## config.mk

```make
export PLATFORM = sky130hd
export DESIGN_NAME = tx_block_distributor
export DESIGN_NICKNAME = d
export VERILOG_FILES = /design/src/rtl/tx_block_distributor.sv
export SDC_FILE = /design/constraint.sdc
export NUM_CORES = 2
export LEC_CHECK = 0
export CAP_MARGIN = 20
export CORE_AREA = 2 2 723 725
export DETAILED_ROUTE_END_ITERATION = 8
export DIE_AREA = 0 0 725 727
export PLACE_DENSITY = 0.42
export SLEW_MARGIN = 20
export SYNTH_ARGS = -nofsm -noshare
export SYNTH_HDL_FRONTEND = slang
export SYNTH_SLANG_ARGS = --single-unit
```

## constraint.sdc

```tcl
create_clock -name i_clock -period 2.92 [get_ports i_clock]
set_clock_uncertainty 0.2 [all_clocks]
set_input_delay 0.292 -clock i_clock [delete_from_list [all_inputs] [get_ports i_clock]]
set_output_delay 0.292 -clock i_clock [all_outputs]
set_load 0.03 [all_outputs]
```

## src/rtl/tx_block_distributor.sv

```systemverilog
// tx_block_distributor: deals 66b blocks round-robin onto PCS lanes and
// periodically inserts a round of per-lane alignment markers carrying BIP3.
`timescale 1ns/1ps
module tx_block_distributor #(
  parameter int NB_DATA     = 66,
  parameter int N_LANES     = 20,
  parameter int AM_PERIOD   = 16383,
  parameter int NB_LANE_CNT = $clog2(N_LANES),
  parameter int NB_AM_CNT   = $clog2(AM_PERIOD),
  parameter int NB_DATA_BUS = N_LANES*NB_DATA,
  parameter int NB_AM_BUS   = N_LANES*24
) (
  input  logic                   i_clock,
  input  logic                   i_reset,
  input  logic                   i_enable,
  input  logic                   i_valid,
  input  logic [NB_DATA-1:0]     i_data,
  input  logic [NB_AM_BUS-1:0]   i_rf_am_values,
  output logic                   o_ready,
  output logic [NB_DATA_BUS-1:0] o_data,
  output logic                   o_valid,
  output logic                   o_am_flag
);
  typedef enum logic {AM_FILL, DATA} state_t;
  state_t state;
  logic [NB_LANE_CNT-1:0] slot_cnt;
  logic [NB_AM_CNT-1:0] round_cnt;
  logic [NB_DATA-1:0] lanes [N_LANES];
  logic [NB_DATA-1:0] pub [N_LANES];
  logic [7:0] acc [N_LANES];
  logic [7:0] acc_nxt [N_LANES];
  logic slot, wrap;
  // Bit j covers transmit bits j+2+8m, i.e. vector bits 63-j-8m; the sync header feeds bits 3 and 4.
  function automatic logic [7:0] bip(input logic [NB_DATA-1:0] b);
    logic [7:0] p;
    p = '0;
    for (int j = 0; j < 8; j++)
      for (int i = 0; i < 8; i++)
        p[j] = p[j] ^ b[63-j-8*i];
    p[3] = p[3] ^ b[65];
    p[4] = p[4] ^ b[64];
    return p;
  endfunction
  assign slot    = i_enable && i_valid;
  assign wrap    = slot_cnt == NB_LANE_CNT'(N_LANES-1);
  assign o_ready = state == DATA;
  // The last lane's block arrives on the wrap slot itself, so it bypasses the lane buffer.
  for (genvar k = 0; k < N_LANES; k++) begin : g_lane
    logic [23:0] m;
    logic [NB_DATA-1:0] am_blk, data_blk;
    assign m           = i_rf_am_values[k*24 +: 24];
    assign am_blk      = {2'b10, m, acc[k], ~m, ~acc[k]};
    assign data_blk    = k == N_LANES-1 ? i_data : lanes[k];
    assign pub[k]      = state == AM_FILL ? am_blk : data_blk;
    assign acc_nxt[k]  = state == AM_FILL ? bip(am_blk) : acc[k] ^ bip(data_blk);
  end
  always_ff @(posedge i_clock or negedge i_reset)
    if (!i_reset) begin
      state     <= AM_FILL;
      slot_cnt  <= '0;
      round_cnt <= '0;
      o_data    <= '0;
      o_valid   <= 1'b0;
      o_am_flag <= 1'b0;
      for (int i = 0; i < N_LANES; i++) begin
        lanes[i] <= '0;
        acc[i]   <= '0;
      end
    end else begin
      o_valid   <= 1'b0;
      o_am_flag <= 1'b0;
      if (slot) begin
        slot_cnt <= wrap ? '0 : slot_cnt + 1'b1;
        if (state == DATA) lanes[slot_cnt] <= i_data;
        if (wrap) begin
          o_valid   <= 1'b1;
          o_am_flag <= state == AM_FILL;
          for (int i = 0; i < N_LANES; i++) begin
            o_data[i*NB_DATA +: NB_DATA] <= pub[i];
            acc[i] <= acc_nxt[i];
          end
          if (state == AM_FILL) state <= DATA;
          else if (round_cnt == NB_AM_CNT'(AM_PERIOD-1)) begin
            state     <= AM_FILL;
            round_cnt <= '0;
          end else round_cnt <= round_cnt + 1'b1;
        end
      end
    end
endmodule

```

==> flow_summary.toml <==
[critical_path]
end_kind = "flop"
rr_startpoint = "o_ready$_DFFE_PN0P_"
crit_end = "acc[6]$_DFFE_PN0P_"
startpoint = "i_data[25]"
r2r-end = "o_data[1308]$_DFFE_PN0P_"
path_class = "in2reg"
ff2ff_path_depth = 6
cp.required_ns = 3.56
crit_path_max_fanout = 3
critPathArrivalTime_ns = 3.50
rrSetupSlack_ns = 0.17
worst_setup_path_start_kind = "input pin"

[drt]
ant_nets = 0
wl_microns = 689700
dr.pass1.iters = 6
drt_iter0_markers = 7915
drcViolationCount = 0
wl_per_cell_microns = 32.72
viasPerCell = 4.665
vias = 98330

[place]
gp_congestion = 0.8855
dp_hpwl_microns = 523300
io_buffers = 1872
placed_area_sq_um = 155300
place_ws_ns = -0.1228
place_inst = 19720

[floorplanning]
die_y_microns = 727
die_w_microns = 725
core-area_sq_um = 519200
die_area_sq_um = 527100
start_util_pct = 23.94
core.rowCount = 265
pin_count = 1873

[final_layout]
fin_cells = 21080
drive_above_1_share_pct = 18.33
post-route-util_pct = 33.32
final_area_sq_um = 173000
syn_to_final_growth_pct = 39.16
final_nets = 14230
layout_common_cells = "2755 x dfrtp_1, 1740 x clkdlybuf4s50_1, 1369 x o21ai_0"
final_common_cell = "dfrtp_1"

[global_route]
grt.overflow.total = 0
grt_pass1_vias = 95550
grt_pass1_wl_microns = 910400
grt_max_degree = 137
antenna_found_initial = 197
grt_use_total_pct = 25.36

[flow_run]
drv_cap = 0

[clocking]
clock-root-buffer = "clkbuf_16"
cts_tree = "done"
clkLatencyLatePin_ns = 0.97
clkSinkCount = 2756
clkSlewWorstSetupHoldPaths_ns = 0.05
cts_buffers = 350
h-tree-depth = 5
cts_buffer_depth = 4

[status]
status = "completed"

[synthesis]
yosysUniqueCellTypes = 38
synth.avg_cell_area_sq_um = 11.19
ys_ff_latch = 2756
synth_nets = 11670
yosysWarningCount = 0
synth_area_sq_um = 124300
synthCells = 11110
synth-seq-area-share_pct = 55.48

[power_and_ir_drop]
sw_frac_of_total_pct = 27.34
p_leak_nw = 76.21
clockPowerShare_pct = 48.2
switching_power_mw = 25.72
power_density_nw_per_um2 = 543.7
p_int_mw = 68.34
ir_drop_mv = 0.4384
pwr-share-seq_pct = 41.7
comb_power_share_pct = 10.2

[min_path]
hold_class = "in2reg"

[sta]
finalSetupViolCount = 0
finalCritPeriodShare_pct = 97.93
relSlewSlack_pct = 27.56
finalHoldViolations = 0
tightest_slew_ns = 1.087
slew_viol_final = 0
max_freq_mhz = 349.7
min_period_ns = 2.860
fin_ws_ns = 0.06035
rsz0062_at_grt = "false"
## flip-flops by register name (all words and copies together) (netlist names)
register and cells:
o_valid 1, round_cnt 14, o_data 1320, o_ready 1, g_lane.data_blk 1254, acc 160, slot_cnt 5, o_am_flag 1
## per-stage QoR
| step | hold WS [ns] | power, mW | TNS (ns) |
|---|---|---|---|
| after global routing | 0.06445 | 97.08 | 0 |
| final | 0.1067 | 94.06 | 0 |
| after global placement | 0.06097 | 48.82 | -0.1519 |
| after detailed placement | 0.06547 | 48.81 | -0.1228 |
| after floorplan | -0.2036 | 42.74 | 0 |
| after CTS | 0.008813 | 95.24 | 0 |
## worst max-delay path, stage by stage
cell and delay, ns:
dlygate4sd3_1 0.53, buf_4 0.17, xnor2_1 0.13, dlygate4sd3_1 0.57, xnor2_1 0.13, dlygate4sd3_1 0.57, xnor2_1 0.17, dlygate4sd3_1 0.61
o21ai_1 0.07, a22o_1 0.23
## layer usage
layer | part of all wire [%] | GRT usage (%)
met1 | 41 | 32.20
met2 | 49 | 43.35
met3 | 6.5 | 4.678
met4 | 3.9 | 8.406
met5 | 0.044 | 0
## worst min-delay path by stage
stage,start,to,cells past startpoint
6_report,i_rf_am_values[25],o_data[75]$_DFFE_PN0P_,4
5_1_grt,i_data[12],g_lane[17].data_blk[12]$_DFFE_PN0P_,3
2_1_floorplan,i_reset,acc[0]$_DFFE_PN0P_,0
3_5_place_dp,i_reset,o_data[866]$_DFFE_PN0P_,1
3_3_place_gp,i_reset,o_data[866]$_DFFE_PN0P_,1
4_1_cts,i_rf_am_values[477],o_data[1315]$_DFFE_PN0P_,3
## cell usage after synthesis
library cell,number,area share (%)
nor2b_1,3,0.015
nand2_1,1320,4.0
or3_1,14,0.070
nand3_2,1,0.0081
xnor2_1,933,6.6
nand4bb_1,1,0.0091
nand3b_1,1,0.0060
and4bb_2,1,0.010
a22o_1,129,0.91
nor4_1,1,0.0050
mux2_2,1255,11
nor3_2,1,0.0081
xnor3_1,38,0.69
nor2_1,778,2.3
a31oi_1,1,0.0050
mux2i_1,646,5.2
nand3_1,8,0.032
dfrtp_1,2756,55
a21oi_1,667,2.7
ha_1,6,0.060
o22a_1,24,0.17
nor3_1,6,0.024
nand4_1,7,0.035
o21ai_1,75,0.30
buf_1,81,0.24
o21ai_0,1369,5.5
inv_2,1,0.0030
o41ai_1,1,0.0070
xor2_1,180,1.3
and3_1,19,0.096
nand2b_1,1,0.0050
clkbuf_1,388,1.2
buf_4,56,0.34
buf_2,301,1.2
o31ai_1,1,0.0060
inv_1,38,0.11
a21o_1,2,0.012
and2b_1,1,0.0060
## power groups by stage
stage                     combinational [mW]  sequential, mW  clock [mW]
after floorplan                         2.23            40.5           0
after global placement                  8.95            39.9           0
after detailed placement                8.93            39.9           0
after CTS                               9.70            39.2        46.3
after global routing                    10.0            39.2        47.8
final                                   9.56            39.2        45.3
## cell type report
class | count | area (sq um)
fillers | 53110 | 346300
flip-flops and latches | 2756 | 68970
multi-input cells | 7490 | 51670
repair buffers | 3038 | 31290
clock buffers | 506 | 10160
well taps | 6942 | 8686
clock inverters | 120 | 1600
diodes | 185 | 462.9
inverters | 39 | 153.9
## timing repair
action                                  4_1_cts  5_1_grt
hold endpoints to repair                   4466        0
buffers inserted                              0        0
hold buffers                                546        0
endpoints found under the setup margin       28        0
gates resized for setup                      27        0
## kinds of logic after synthesis
family | synth area share [%]
DFF | 55.48
AOI/OAI and AO/OA | 9.608
muxes | 16.57
xor gates and xnor gates | 8.531
adders and majority gates | 0.06039
and+or+nand+nor | 6.665
buffers and inverters | 3.084
Note: power is estimated with default switching activity, not from simulation.
